[src/rtl/scan_pattern_sequencer.sv]
// scan_pattern_sequencer
//   Runs one ATPG pattern at a time through a single-chain scan core. Each pattern goes
//   through the same steps: serial load, one functional capture clock, serial unload.
//   The unloaded chain state and the captured POs are returned on a valid/ready port.
// Ports
//   CK, rst_n              clock (rising edge), asynchronous active-low reset
//   pat_valid/pat_ready    pattern handshake; pat_pi and pat_scan are latched on accept
//   dut_pi, dut_po         PI drive to the core (registered) and PO sample from the core
//   test_se/test_si        registered scan enable and scan serial-in
//   test_so                scan serial-out from the core
//   rsp_valid/rsp_ready    response handshake carrying rsp_state and rsp_po
//   pat_cnt                number of completed responses, 16-bit wrapping
//   busy                   high while a pattern is in LOAD, CAPTURE or UNLOAD
module scan_pattern_sequencer #(
  parameter int unsigned CHAIN_LEN = 179,
  parameter int unsigned NUM_PI    = 35,
  parameter int unsigned NUM_PO    = 49
) (
  input  logic                 CK,
  input  logic                 rst_n,
  input  logic                 pat_valid,
  output logic                 pat_ready,
  input  logic [NUM_PI-1:0]    pat_pi,
  input  logic [CHAIN_LEN-1:0] pat_scan,
  output logic [NUM_PI-1:0]    dut_pi,
  input  logic [NUM_PO-1:0]    dut_po,
  output logic                 test_se,
  output logic                 test_si,
  input  logic                 test_so,
  output logic                 rsp_valid,
  input  logic                 rsp_ready,
  output logic [CHAIN_LEN-1:0] rsp_state,
  output logic [NUM_PO-1:0]    rsp_po,
  output logic [15:0]          pat_cnt,
  output logic                 busy
);

  localparam int unsigned CNT_W = (CHAIN_LEN > 1) ? $clog2(CHAIN_LEN) : 1;

  typedef enum logic [2:0] {
    S_IDLE    = 3'd0,
    S_LOAD    = 3'd1,
    S_CAPTURE = 3'd2,
    S_UNLOAD  = 3'd3,
    S_RESP    = 3'd4
  } state_t;

  state_t               state;
  state_t               state_next;
  logic [CNT_W-1:0]     bit_cnt;
  logic                 cnt_last;
  // The MSB of the load vector goes straight to test_si on accept, so only
  // the remaining CHAIN_LEN-1 bits need to be kept for shifting.
  logic [CHAIN_LEN-2:0] load_sr;
  // Holds the first CHAIN_LEN-1 unloaded bits; the last one comes from test_so directly.
  logic [CHAIN_LEN-2:0] unload_sr;
  logic [CHAIN_LEN-1:0] unload_next;

  assign cnt_last    = (bit_cnt == CNT_W'(CHAIN_LEN - 1));
  assign unload_next = {unload_sr, test_so};

  // State register
  always_ff @(posedge CK or negedge rst_n) begin
    if (!rst_n) begin
      state <= S_IDLE;
    end else begin
      state <= state_next;
    end
  end

  // Next-state logic
  always_comb begin
    state_next = state;
    case (state)
      S_IDLE:    if (pat_valid) state_next = S_LOAD;
      S_LOAD:    if (cnt_last)  state_next = S_CAPTURE;
      S_CAPTURE: state_next = S_UNLOAD;
      S_UNLOAD:  if (cnt_last)  state_next = S_RESP;
      S_RESP:    if (rsp_ready) state_next = S_IDLE;
      default:   state_next = S_IDLE;
    endcase
  end

  // State-decoded outputs
  always_comb begin
    pat_ready = 1'b0;
    busy      = 1'b0;
    case (state)
      S_IDLE:                     pat_ready = 1'b1;
      S_LOAD, S_CAPTURE, S_UNLOAD: busy     = 1'b1;
      default: ;
    endcase
  end

  // Scan datapath, bit counter and registered outputs
  always_ff @(posedge CK or negedge rst_n) begin
    if (!rst_n) begin
      bit_cnt   <= '0;
      load_sr   <= '0;
      unload_sr <= '0;
      dut_pi    <= '0;
      test_se   <= 1'b0;
      test_si   <= 1'b0;
      rsp_valid <= 1'b0;
      rsp_state <= '0;
      rsp_po    <= '0;
      pat_cnt   <= '0;
    end else begin
      case (state)
        S_IDLE: begin
          if (pat_valid) begin
            load_sr <= pat_scan[CHAIN_LEN-2:0];
            dut_pi  <= pat_pi;
            test_se <= 1'b1;
            test_si <= pat_scan[CHAIN_LEN-1];
            bit_cnt <= '0;
          end
        end
        S_LOAD: begin
          if (cnt_last) begin
            test_se <= 1'b0;
            test_si <= 1'b0;
            bit_cnt <= '0;
          end else begin
            test_si <= load_sr[CHAIN_LEN-2];
            load_sr <= load_sr << 1;
            bit_cnt <= bit_cnt + CNT_W'(1);
          end
        end
        S_CAPTURE: begin
          rsp_po  <= dut_po;
          test_se <= 1'b1;
        end
        S_UNLOAD: begin
          unload_sr <= unload_next[CHAIN_LEN-2:0];
          if (cnt_last) begin
            // The final sample is taken on this same edge, so publish the full vector now.
            rsp_state <= unload_next;
            rsp_valid <= 1'b1;
            test_se   <= 1'b0;
            pat_cnt   <= pat_cnt + 16'd1;
            bit_cnt   <= '0;
          end else begin
            bit_cnt <= bit_cnt + CNT_W'(1);
          end
        end
        S_RESP: begin
          if (rsp_ready) rsp_valid <= 1'b0;
        end
        default: ;
      endcase
    end
  end

endmodule

[config.mk]
export PLATFORM = sky130hd
export DESIGN_NAME = scan_pattern_sequencer
export DESIGN_NICKNAME = d
export VERILOG_FILES = /design/src/rtl/scan_pattern_sequencer.sv
export SDC_FILE = /design/constraint.sdc
export NUM_CORES = 1
export LEC_CHECK = 0
export ABC_AREA = 1
export CAP_MARGIN = 25
export CORE_ASPECT_RATIO = 0.8
export CORE_MARGIN = 4
export CORE_UTILIZATION = 46
export CTS_CLUSTER_SIZE = 28
export DETAILED_ROUTE_END_ITERATION = 7
export PLACE_DENSITY_LB_ADDON = 0.3
export SLEW_MARGIN = 0
export SYNTH_ARGS = -nofsm -noshare
export SYNTH_HDL_FRONTEND = slang
export SYNTH_SLANG_ARGS = --single-unit
[constraint.sdc]
create_clock -name CK -period 1.8 [get_ports CK]
set_input_delay 0.36 -clock CK [delete_from_list [all_inputs] [get_ports CK]]
set_output_delay 0.36 -clock CK [all_outputs]
set_load 0.005 [all_outputs]
==> impl_metrics.env <==
export IMPL_rsz0062_at_grt="true"
export IMPL_syn_to_final_growth_pct=40.0
export IMPL_finalSetupViolations=28
export IMPL_cts_root_buffer="clkbuf_16"
export IMPL_endpoint_kind="flop"
export IMPL_synthCells=3073
export IMPL_cts_sinks=649
export IMPL_grt_max_degree=155
export IMPL_powerDensity_nw_per_um2=1350
export IMPL_max_freq_mhz=539
export IMPL_tightestPinTransition_ns=0.610
export IMPL_drv_cap=0
export IMPL_synth_distinct_cells=28
export IMPL_clk_pin_slew_ns=0.06
export IMPL_clk_latency_ns=0.61
export IMPL_num_rows=78
export IMPL_use_met2_pct=38.2
export IMPL_nFillCells=4687
export IMPL_synth_top_cell_area_share_pct=60.9
export IMPL_dieArea_um2=61900
export IMPL_setup_ws_ns=-0.0563
export IMPL_tritoncts="yes"
export IMPL_final_common_cell="nand2_1"
export IMPL_met1_usage_pct=33.5
export IMPL_antenna_found_initial=5
export IMPL_status="complete, but fails checks"
export IMPL_ios=552
export IMPL_postRouteWirelength_um=81900
export IMPL_h_tree_depth=2
export IMPL_hold_viol_final=0
export IMPL_cp_slowest_cell="dfrtp_1"
export IMPL_cts_buffers=61
export IMPL_violations="setup timing"
export IMPL_final_max_slew_viol_count=0
export IMPL_r2r_slack_ns=-0.06
export IMPL_final_cell_mix="nand2_1, dfrtp_1, o21ai_0"
export IMPL_die_w_um=277
export IMPL_grt_pass1_vias=21500
export IMPL_chipHeight_um=223
export IMPL_ir_worst_vdd_mv=1.01
export IMPL_skew_ns=0.0234
export IMPL_r2r_start="state[2]"
export IMPL_cp_arrival_ns=2.39
export IMPL_grt_use_met3_pct=5.66
export IMPL_path_cells="buf_6 -> nor2_4 -> buf_8 -> nand2_4 -> o21ai_4 -> buf_12 -> buf_12 -> buf_16 -> nand2_1 -> nand2_1"
export IMPL_layout_min_cycle_time_ns=1.86
export IMPL_grt_pass1_wl_um=121000
export IMPL_nets=4016
export IMPL_synth_top_area_cell="dfrtp_1"
export IMPL_synth_cell_area_um2=26700
export IMPL_initial_core_util_pct=46.7
export IMPL_drc=0
export IMPL_ys_seq_area_share_pct=60.9
export IMPL_yosys_warnings=0
export IMPL_timing_slew_headroom_pct=59.3
export IMPL_worstSetupPathType="flop to flop"
export IMPL_synthTopCellsByArea="dfrtp_1, nand2_1, o21ai_0, mux2_2, inv_1"
export IMPL_syn_avg_cell_area_um2=8.68
export IMPL_grtUsageTotal_pct=24.1
export IMPL_vias=22500
export IMPL_crit_buf_inv=5
export IMPL_r2r_worst_path_cells=10
export IMPL_worstPathRequired_ns=2.34
export IMPL_cp_max_fo=8
export IMPL_final_util_pct=65.4
export IMPL_ys_ff_latch=649
export IMPL_vias_per_cell=4.95
export IMPL_syn_nets=3344
export IMPL_drt_pass1_iter_count=5
export IMPL_gp_congestion=0.885
export IMPL_ant_nets=0
export IMPL_period_share_pct=103
export IMPL_core_area_um2=57100
export IMPL_cellLeakagePower_nw=19.1
export IMPL_rr_endpoint="load_sr[39]"
export IMPL_critPathMaxStageDelay_ns=0.40
export IMPL_hp_class="input pin to asynchronous set/reset pin"
export IMPL_drive_gt1_share_pct=12.8
export IMPL_hpwl_um=53000
export IMPL_top_usage_layer="met2"
export IMPL_clockBufferDepth=3
export IMPL_start_kind="flop"
export IMPL_port_buffers=551
export IMPL_fin_setup_tns_ns=-0.523
export IMPL_wl_per_cell_um=18.0
export IMPL_drtIter0Drc=1698
export IMPL_critPathTopFamily="buffers and inverters"
export IMPL_grt_overflow=0
[report_power, final]
group / internal (W) / total [W] / leakage [nW] / switching [W]
Sequential: 0.0178 / 0.0193 / 8.60 / 0.00153
Combinational: 0.00823 / 0.0185 / 9.50 / 0.0103
Clock: 0.00726 / 0.0128 / 0.982 / 0.00556
[final cells by class]
class	count	area, um^2	share of cell area [%]
Clock inverter	20	196	0.526
Tap cell	760	951	2.55
Clock buffer	89	1780	4.77
Timing Repair inverter	3	33.8	0.0904
Antenna cell	4	10.0	0.0268
Inverter	207	818	2.19
Timing Repair Buffer	770	8130	21.8
Multi-Input combinational cell	2053	9190	24.6
Sequential cell	649	16200	43.5
[metrics by stage]
stage,hold WS (ns),power [W],setup slack [ns],std cells,area [um^2]
floorplan,0.0644,0.0285,0.128,3073,26700
global placement,0.275,0.0354,-0.0293,4338,34000
detailed placement,0.269,0.0358,-0.0278,4338,34000
CTS,0.208,0.0482,-0.0662,4488,36000
global route,0.224,0.0538,-0.128,4555,37400
finish,0.229,0.0506,-0.0563,4555,37400
[cell families after synthesis]
family          count (synthesis)  share of synthesized area [%]
mux                            84                           3.55
compound gates                378                           7.16
xor+xnor                        7                          0.230
fa+ha+maj                       3                          0.141
flops                         649                           60.9
buf+inv                       373                           5.62
simple gates                 1579                           22.4
[sequential cells by signal (all words and copies together) (netlist names)]
signal     cells
bit_cnt        8
dut_pi        35
load_sr      178
pat_cnt       16
rsp_po        49
rsp_state    179
rsp_valid      1
state          3
test_se        1
test_si        1
unload_sr    178
[per-layer routing]
| layer | wire length, um | share of wire, % |
|---|---|---|
| met3 | 6360 | 7.8 |
| met4 | 2400 | 2.9 |
| met1 | 34900 | 43 |
| met2 | 38300 | 47 |
| met5 | 8 | 0.0098 |
[synth_stat cells]
cell type / instances
xor2_1: 6
clkbuf_1: 80
or2_2: 1
buf_2: 68
nand3_1: 15
nor2_2: 1
dfrtp_1: 649
mux2_2: 84
a21oi_1: 3
nand2_1: 1525
buf_6: 2
o31ai_1: 1
o21ai_4: 1
inv_2: 3
buf_1: 16
xnor2_1: 1
nor2_1: 24
o21ai_0: 365
nand2_2: 1
ha_1: 3
nand4_1: 8
o21ai_1: 5
nor2_4: 1
nor3_1: 2
o22ai_1: 3
nand3b_1: 1
clkinv_1: 1
inv_1: 203
[what timing repair did]
action                                  CTS  global route
endpoints found under the setup margin  299           306
pin swaps                                 5             7
setup buffers                            38            20
hold buffers                              1             0
gates resized for setup                 307           163
cloned                                    2            44
hold endpoints to repair                245             0
[worst max-delay path by stage]
stage | from | end | slack (ns) | depth (start not counted)
after CTS | state[2] | busy | -0.07 | 5
after floorplan | bit_cnt[0] | rsp_state[118] | 0.13 | 10
after global placement | pat_valid | load_sr[124] | -0.03 | 7
final | state[2] | load_sr[39] | -0.06 | 10
after global routing | state[2] | load_sr[39] | -0.13 | 10
after detailed placement | pat_valid | dut_pi[20] | -0.03 | 5
[worst reg2reg max path, cell delays in order, from the launching register on]
cell	delay [ns]
dfrtp_1	0.40
buf_6	0.13
nor2_4	0.12
buf_8	0.13
nand2_4	0.06
o21ai_4	0.23
buf_12	0.23
buf_12	0.20
buf_16	0.15
nand2_1	0.07
nand2_1	0.10
No activity file was read; power rests on OpenSTA's default activity.
